==> src/rtl/rf_pkg.sv <==
// rf_pkg: shared widths, write-record type and default starvation limit for the register-file write port
package rf_pkg;
  localparam int DATA_W = 32;
  localparam int ADDR_W = 5;
  localparam int STARVE_LIM_DEF = 3;
  typedef struct packed {
    logic [ADDR_W-1:0] rd;
    logic [DATA_W-1:0] data;
  } rf_wr_t;
endpackage

==> src/rtl/rf_wr_fifo.sv <==
// rf_wr_fifo: Q_DEPTH-entry FIFO of pending long-latency register writes, head exposed combinationally
module rf_wr_fifo import rf_pkg::*; #(
  parameter int Q_DEPTH = 2
) (
  input  logic   clk,
  input  logic   rst_n,
  input  logic   push,
  input  logic   pop,
  input  rf_wr_t din,
  output rf_wr_t head,
  output logic   full,
  output logic   empty
);
  localparam int AW = $clog2(Q_DEPTH);
  rf_wr_t mem_q [Q_DEPTH];
  rf_wr_t mem_d [Q_DEPTH];
  logic [AW:0] wp_q, wp_d, rp_q, rp_d;
  logic do_push, do_pop;
  always_comb begin
    full = (wp_q[AW] != rp_q[AW]) && (wp_q[AW-1:0] == rp_q[AW-1:0]);
    empty = wp_q == rp_q;
    head = mem_q[rp_q[AW-1:0]];
    do_push = push && !full;
    do_pop = pop && !empty;
    wp_d = wp_q + (AW+1)'(do_push);
    rp_d = rp_q + (AW+1)'(do_pop);
    mem_d = mem_q;
    if (do_push) mem_d[wp_q[AW-1:0]] = din;
  end
  always_ff @(posedge clk or negedge rst_n)
    if (!rst_n) begin
      wp_q <= '0;
      rp_q <= '0;
    end else begin
      wp_q <= wp_d;
      rp_q <= rp_d;
    end
  always_ff @(posedge clk) mem_q <= mem_d;
endmodule

==> src/rtl/rf_wport_arbiter.sv <==
// rf_wport_arbiter: shares the RF write port between WB and a buffered long-latency unit, with RAW/WAW scoreboard
// Optional statistics counters enabled by RF_WPORT_STATS_EN.
module rf_wport_arbiter import rf_pkg::*; #(
  parameter int Q_DEPTH = 2,
  parameter int STARVE_LIM = STARVE_LIM_DEF
) (
  input  logic              clk,
  input  logic              rst_n,
  input  logic              wb_valid,
  input  logic [ADDR_W-1:0] wb_rd,
  input  logic [DATA_W-1:0] wb_data,
  output logic              pipe_hold,
  input  logic              lu_valid,
  output logic              lu_ready,
  input  logic [ADDR_W-1:0] lu_rd,
  input  logic [DATA_W-1:0] lu_data,
  input  logic              claim_valid,
  input  logic [ADDR_W-1:0] claim_rd,
  input  logic [ADDR_W-1:0] chk_rs,
  input  logic [ADDR_W-1:0] chk_rt,
  input  logic [ADDR_W-1:0] chk_rd,
  output logic              stall,
  output logic              rf_we,
  output logic [ADDR_W-1:0] rf_rd,
  output logic [DATA_W-1:0] rf_wdata
`ifdef RF_WPORT_STATS_EN
  ,
  output logic [15:0]       stat_hold_cnt,
  output logic [15:0]       stat_lu_wr_cnt
`endif
);
  localparam int SW = $clog2(STARVE_LIM + 1);
  localparam int NREG = 1 << ADDR_W;
  rf_wr_t head, lu_wr;
  logic full, empty, wb_live, grant, push;
  logic [SW-1:0] starve_q, starve_d;
  logic [NREG-1:0] busy_q, busy_d;
  rf_wr_fifo #(.Q_DEPTH(Q_DEPTH)) u_fifo (
    .clk(clk), .rst_n(rst_n), .push(push), .pop(grant), .din(lu_wr),
    .head(head), .full(full), .empty(empty)
  );
  // WB is masked while in reset so the port stays quiet during reset
  always_comb begin
    wb_live = rst_n && wb_valid && (wb_rd != '0);
    lu_ready = !full;
    lu_wr = '{rd: lu_rd, data: lu_data};
    push = lu_valid && !full && (lu_rd != '0);
    grant = !empty && (!wb_live || starve_q == SW'(STARVE_LIM));
    rf_we = grant || wb_live;
    rf_rd = grant ? head.rd : wb_rd;
    rf_wdata = grant ? head.data : wb_data;
    pipe_hold = grant && wb_live;
    stall = busy_q[chk_rs] | busy_q[chk_rt] | busy_q[chk_rd];
    starve_d = (grant || empty) ? '0 : (starve_q == SW'(STARVE_LIM) ? starve_q : starve_q + SW'(1));
    busy_d = busy_q;
    if (grant) busy_d[head.rd] = 1'b0;
    if (claim_valid) busy_d[claim_rd] = 1'b1;
    busy_d[0] = 1'b0;
  end
  always_ff @(posedge clk or negedge rst_n)
    if (!rst_n) begin
      starve_q <= '0;
      busy_q <= '0;
    end else begin
      starve_q <= starve_d;
      busy_q <= busy_d;
    end
`ifdef RF_WPORT_STATS_EN
  logic [15:0] hold_cnt_q, hold_cnt_d, lu_wr_cnt_q, lu_wr_cnt_d;
  always_comb begin
    hold_cnt_d = (pipe_hold && hold_cnt_q != 16'hFFFF) ? hold_cnt_q + 16'd1 : hold_cnt_q;
    lu_wr_cnt_d = (grant && lu_wr_cnt_q != 16'hFFFF) ? lu_wr_cnt_q + 16'd1 : lu_wr_cnt_q;
    stat_hold_cnt = hold_cnt_q;
    stat_lu_wr_cnt = lu_wr_cnt_q;
  end
  always_ff @(posedge clk or negedge rst_n)
    if (!rst_n) begin
      hold_cnt_q <= '0;
      lu_wr_cnt_q <= '0;
    end else begin
      hold_cnt_q <= hold_cnt_d;
      lu_wr_cnt_q <= lu_wr_cnt_d;
    end
`endif
endmodule

==> config.mk <==
export PLATFORM = sky130hd
export DESIGN_NAME = rf_wport_arbiter
export DESIGN_NICKNAME = d
export VERILOG_FILES = /design/src/rtl/rf_pkg.sv /design/src/rtl/rf_wr_fifo.sv /design/src/rtl/rf_wport_arbiter.sv
export SDC_FILE = /design/constraint.sdc
export NUM_CORES = 1
export LEC_CHECK = 0
export ABC_AREA = 1
export BUFFER_PORTS_ARGS = -buffer_cell sky130_fd_sc_hd__buf_2
export CAP_MARGIN = 10
export CORE_UTILIZATION = 54
export CTS_CLUSTER_SIZE = 28
export DETAILED_ROUTE_END_ITERATION = 8
export PLACE_DENSITY = 0.83
export SYNTH_ARGS = -nofsm -noshare
export SYNTH_HDL_FRONTEND = slang
export SYNTH_SLANG_ARGS = --single-unit
==> constraint.sdc <==
create_clock -name clk -period 2.8 [get_ports clk]
set_input_delay 0.14 -clock clk [delete_from_list [all_inputs] [get_ports clk]]
set_output_delay 0.14 -clock clk [all_outputs]
set_load 0.02 [all_outputs]
== Word-level counts from Yosys, hierarchy flattened ==
Index checks and enable logic that the tools add are counted.

* Add/subtract/negate cells: 3
* Order comparisons: 10
* Eq/ne operators: 5
* Muxes and demuxes: 22
* Bitwise operators: 7
* Reductions and logical operators: 20

{| class="wikitable"
|+ Operator list
! kind !! number
|-
| $mux 37 || 4
|-
| $mux 32 || 3
|-
| $bwmux 74 || 1
|-
| $demux 37 s1 || 1
|-
| $and 32x32->32 || 1
|-
| $not 32->32 || 1
|-
| $or 32x32->32 || 1
|-
| $lt 5x6->1 const B || 5
|-
| $bmux 1 s5 || 3
|-
| $logic_and 1x1->1 || 12
|-
| $demux 1 s5 || 2
|-
| $ge 5x1->1 const B || 2
|-
| $reduce_bool 5->1 || 2
|-
| $mux 1 || 5
|-
| $mux 5 || 1
|-
| $add 2x1->2 || 2
|-
| $ge 2x2->1 const B || 2
|-
| $mux 2 || 2
|-
| $not 1->2 || 2
|-
| $logic_not 1->1 || 3
|-
| $logic_or 1x1->1 || 3
|-
| $add 2x1->2 const B || 1
|-
| $eq 2x2->1 || 1
|-
| $eq 2x2->1 const B || 1
|-
| 5 further kinds || 6
|}

* Register bits after elaboration: 111
* Output and inout port bits: 41
* Logic and storage cells: 75

== Longest topological paths before layout ==
* Depth after elaboration: 13
* Depth in mapped cells: 11
* Depth with buffers taken out: 9

== Hierarchy ==
A second synthesis with hierarchy kept.

* Cells, all modules: 794
* Area total of the unflattened synthesis: 6211.0 sq um

{| class="wikitable"
|+ By module, submodules not included
! module !! times used !! cells each !! area an instance (sq um) !! sequential area each (sq um)
|-
| rf_wport_arbiter || 1 || 571 || 3249.4 || 825.8
|-
| rf_wr_fifo || 1 || 223 || 2961.6 || 2322.2
|}

== Least setup slack after synthesis ==
OpenSTA, ideal clock, no wires.

* Path type: flip-flop to flip-flop
* From: reg u_fifo.rp_q[0]
* To: reg u_fifo.mem_q[0] in the netlist's numbering (enable)
* Library setup time: 399 ps
* Arrival: 2137 ps
* Data required time: 2401 ps
* Path slack: 264 ps
* Cell stages (with the launch flop): 7
* Path buffers: 0
* Period minus slack after synthesis: 2536 ps
* Path through: dfrtp_1 > xor2_1 > nor2_1 > inv_1 > nand2_1 > a21oi_1 > ha_1

* Cells in the longest elaborated chain, start to end: 6

{| class="wikitable"
|+ Ends and longest elaborated chain
! element !! line !! RTL
|-
| start: declaration || rf_wr_fifo.sv:17 || <nowiki>logic [AW:0] wp_q, wp_d, rp_q, rp_d;</nowiki>
|-
| start signal: assignment || rf_wr_fifo.sv:36 || <nowiki>rp_q <= rp_d;</nowiki>
|-
| $eq 1x1->1 * || rf_wr_fifo.sv:20 || <nowiki>full = (wp_q[AW] != rp_q[AW]) && (wp_q[AW-1:0] == rp_q[AW-1:0]);</nowiki>
|-
| $logic_and 1x1->1 * || rf_wr_fifo.sv:20 ||
|-
| $logic_not 1->1 * || - ||
|-
| net lu_ready || rf_wport_arbiter.sv:14 || <nowiki>output logic lu_ready,</nowiki>
|-
| $logic_and 1x1->1 (2 in a row) || rf_wport_arbiter.sv:47 || <nowiki>push = lu_valid && !full && (lu_rd != '0);</nowiki>
|-
| $logic_and 1x1->1 * || rf_wr_fifo.sv:23 || <nowiki>do_push = push && !full;</nowiki>
|-
| end signal: assignment || rf_wr_fifo.sv:38 || <nowiki>always_ff @(posedge clk) mem_q <= mem_d;</nowiki>
|-
| end: declaration || rf_wr_fifo.sv:15 || <nowiki>rf_wr_t mem_q [Q_DEPTH];</nowiki>
|}

The timed path passes the listed nets; every way through them passes the cells marked *.
A chain may end at the register's enable or synchronous reset.

== Worst setup path after layout ==
* From: reg u_fifo.rp_q[0]
* To: out rf_wdata[22]

* Cells in the longest elaborated chain, start to end: 5
* Elaborated cells on any way between the ends: 8
* Those cells by class: eq/ne: 1; mux: 4; bitwise: 1; reduce/logical: 2

{| class="wikitable"
|+ Ends and longest elaborated chain
! element !! line !! RTL
|-
| $not 1->2 (not written as such) || rf_wr_fifo.sv:22 || <nowiki>head = mem_q[rp_q[AW-1:0]];</nowiki>
|-
| $mux 37 (not written as such) (3 in a row) || rf_wr_fifo.sv:22 ||
|-
| $mux 32 * || rf_wport_arbiter.sv:51 || <nowiki>rf_wdata = grant ? head.data : wb_data;</nowiki>
|-
| end: declaration || rf_wport_arbiter.sv:25 || <nowiki>output logic [DATA_W-1:0] rf_wdata</nowiki>
|}

Mark *: on every way between the ends. The rest lies on a longest branch, timed or not. The select of a mux whose other input is x is not followed.

==> out/results.txt <==
R2R Path End: busy_q[20]
Global-route wire length before repair: 26700 µm
Clock buffer depth: 2
Post-route cell area: 7350 µm²
Final Wtd Congestion: 0.987
Gr usage total: 30.7%
RSZ-0062 raised after global routing: false
CP required: 2.66 ns
PwrDens: 1080 nW/µm²
Wirelength per Cell: 16.4 µm
DRT iter0 DRCs: 579
Synth Area per Inst: 8.36 µm²
HP Class: in -> reg
Synthesized netlist cell count: 716
Chip height: 107 µm
Vias in the first global route: 5412
Die area: 11500 µm²
Max-cap violation count: 0
Final period util: 85.2%
Number of port buffers: 139
Vias: 5614
CTS buffer count: 9
Cell Area, Placed: 6780 µm²
TritonRoute pass-1 iters: 5
Synth area leader: edfxtp_1
Largest net degree at the start of global routing: 75
Die W: 107 µm
DRT Wirelength: 16800 µm
Leakage power: 3.47 nW
# DRC: 0
CTS tree: built
Hold Path Stages: 4
Via density: 5.47
Ys Warns: 0
Rel. slew slack: 39.8%
CTS Sinks: 111
Worst Hold Path EP: busy_q[1]
Crit path DAT: 2.25 ns
IO Pins: 140
Core Footprint: 10800 µm²
Min Tclk post-route: 2.39 ns
Final Setup Violations: 0
Synth Register Bits: 111
Syn Std Cell Area: 5980 µm²
Post-DP HPWL: 10700 µm
Setup CP Type: reg -> out
H-tree levels: 3
Fillers: 785
Area contributors post-synth: edfxtp_1 37%, nand2_1 20%, dfrtp_1 15%, nand3_1 6.4%, mux2_2 6.0%
Clock root buffer: clkbuf_8
Sequential share of the synthesized area: 52.6%
Min Hold Slack: 0.160 ns
Share of layout cells above drive strength 1: 23.3%
Worst-Margin Slew: 0.896 ns
Fmax achieved: 0.419 GHz
Grt total ovfl: 0
Critical Path Sink Type: output pin
Fin nets: 985
Setup TNS: 0 ns
Async SR Flop Fraction: 33.3%
Hold_sp: claim_rd[2]
Reg2reg start: u_fifo.rp_q[0]
Max VDD drop: 0.000773 V
Max FO, Critical Path: 33
Startpoint types: flop
Post-Route Utilization: 67.8%
Max Slew Vio Count: 0
Starting Density: 55.2%
Core Rows: 38
Number of synthesized flops with an enable pin: 74
Clk_skew: 0.0162 ns
Clk slew on worst S/H paths: 0.12 ns
Share of the synthesized area in the top cell type: 37.1%
Ys flop type: edfxtp_1
Post-synth cell types: 27
Initial antenna violation count: 1
Outcome: finished clean
Resized cells post-CTS: 0
Syn_nets: 819
Reg2Reg Setup Slack: 0.59 ns
FF-to-FF path depth: 8
Ant diodes: 0
Routed Antenna Nets: 0
Area delta synth->final: 22.8%
Final Hold Viols: 0
Clock Latency Late Sink: 0.38 ns
## cell type report
| cell class | instances | area, µm² | share of cell area (%) |
|---|---|---|---|
| Clock inverter | 7 | 67.6 | 0.919 |
| Inverter | 55 | 206 | 2.81 |
| Multi-Input combinational cell | 522 | 2470 | 33.6 |
| Tap cell | 140 | 175 | 2.38 |
| Sequential cell | 111 | 3150 | 42.9 |
| Timing Repair Buffer | 183 | 1160 | 15.8 |
| Clock buffer | 9 | 124 | 1.69 |
## cells in the final DEF (no fill, tap or decap), types with 3 or more instances in the layout
| master | netlist | layout |
|---|---|---|
| ha_1 | 4 | 3 |
| dfrtp_1 | 37 | 36 |
| mux2_2 | 32 | 32 |
| nor2_1 | 24 | 24 |
| nor3_1 | 10 | 10 |
| edfxtp_1 | 74 | 74 |
| clkbuf_8 | 0 | 9 |
| o21ai_0 | 19 | 19 |
| o21ai_2 | 3 | 3 |
| inv_1 | 53 | 53 |
| dlygate4sd3_1 | 0 | 38 |
| nor2_2 | 3 | 3 |
| buf_2 | 8 | 139 |
| buf_4 | 3 | 3 |
| nand2_1 | 316 | 316 |
| o21ai_1 | 20 | 20 |
| nand3_1 | 77 | 77 |
| inv_8 | 0 | 3 |
| xor2_1 | 4 | 4 |
| buf_12 | 0 | 3 |
## timing repair
action | in CTS | in global routing
setup endpoints to repair | 0 | 0
endpoints found under the hold margin | 111 | 0
setup buffers | 0 | 0
hold buffers | 38 | 0
## cells by family (layout without fill, tap and decap cells)
kind of cell / after synthesis / count (layout) / share of synthesized area [%]
AO/OA/AOI/OAI: 45 / 45 / 4.02
adder cells (fa/ha/maj): 4 / 4 / 0.837
buffers and inverters: 83 / 254 / 6.19
AND/OR/NAND/NOR: 437 / 437 / 29.7
XOR/XNOR: 4 / 4 / 0.585
multiplexers: 32 / 32 / 6.02
flip-flops: 111 / 111 / 52.6
## report_power, final
part / leakage [nW] / switching (mW) / internal, mW
Combinational: 2.23 / 2.77 / 1.38
Clock: 0.0962 / 0.596 / 0.351
Sequential: 1.14 / 0.422 / 2.40
## cell usage after synthesis (4+ instances only)
| cell type | count |
|---|---|
| inv_1 | 53 |
| dfrtp_1 | 37 |
| edfxtp_1 | 74 |
| buf_6 | 5 |
| nor3_1 | 10 |
| buf_2 | 8 |
| o21ai_0 | 19 |
| clkbuf_1 | 12 |
| ha_1 | 4 |
| xor2_1 | 4 |
| o21ai_1 | 20 |
| nand3_1 | 77 |
| nor2_1 | 24 |
| nand2_1 | 316 |
| mux2_2 | 32 |
## worst max path at each step
stage	start	to	slack (ns)	depth (start not counted)
6_report	u_fifo.rp_q[0]	rf_wdata[22]	0.41	9
3_3_place_gp	u_fifo.rp_q[0]	busy_q[31]	0.72	8
3_5_place_dp	u_fifo.rp_q[0]	busy_q[17]	0.68	8
4_1_cts	u_fifo.rp_q[0]	rf_rd[2]	0.39	7
2_1_floorplan	u_fifo.rp_q[0]	u_fifo.mem_q[0]	0.26	6
5_1_grt	u_fifo.rp_q[0]	rf_wdata[11]	0.25	9
## per-stage QoR
| step | setup slack, ns | cells | power [mW] |
|---|---|---|---|
| floorplan | 0.264 | 716 | 5.62 |
| global placement | 0.722 | 973 | 6.70 |
| detailed placement | 0.676 | 973 | 6.81 |
| CTS | 0.389 | 1027 | 7.76 |
| global route | 0.248 | 1027 | 8.43 |
| finish | 0.413 | 1027 | 7.92 |
## flip-flops by register name, indices dropped and copies added (netlist names)
signal	cells
u_fifo.mem_q	74
busy_q	31
starve_q	2
u_fifo.rp_q	2
u_fifo.wp_q	2
## critical path, stage by stage (launching register included)
cell and delay (ns):
dfrtp_2 0.57, xor2_1 0.22, inv_1 0.09, nand2_2 0.08
nand2_2 0.08, inv_1 0.06, buf_4 0.35, nand2_1 0.13
nand2_1 0.12, buf_2 0.17
## per-layer routing
| metal | global-route usage [%] | share of wire, % | routed length (µm) |
|---|---|---|---|
| met5 | 0 | 0 | 0 |
| met3 | 5.75 | 9.4 | 1570 |
| met4 | 10.8 | 2.2 | 369 |
| met1 | 38.8 | 39 | 6620 |
| met2 | 52.9 | 49 | 8250 |
Note: power is estimated with default switching activity, not from simulation.
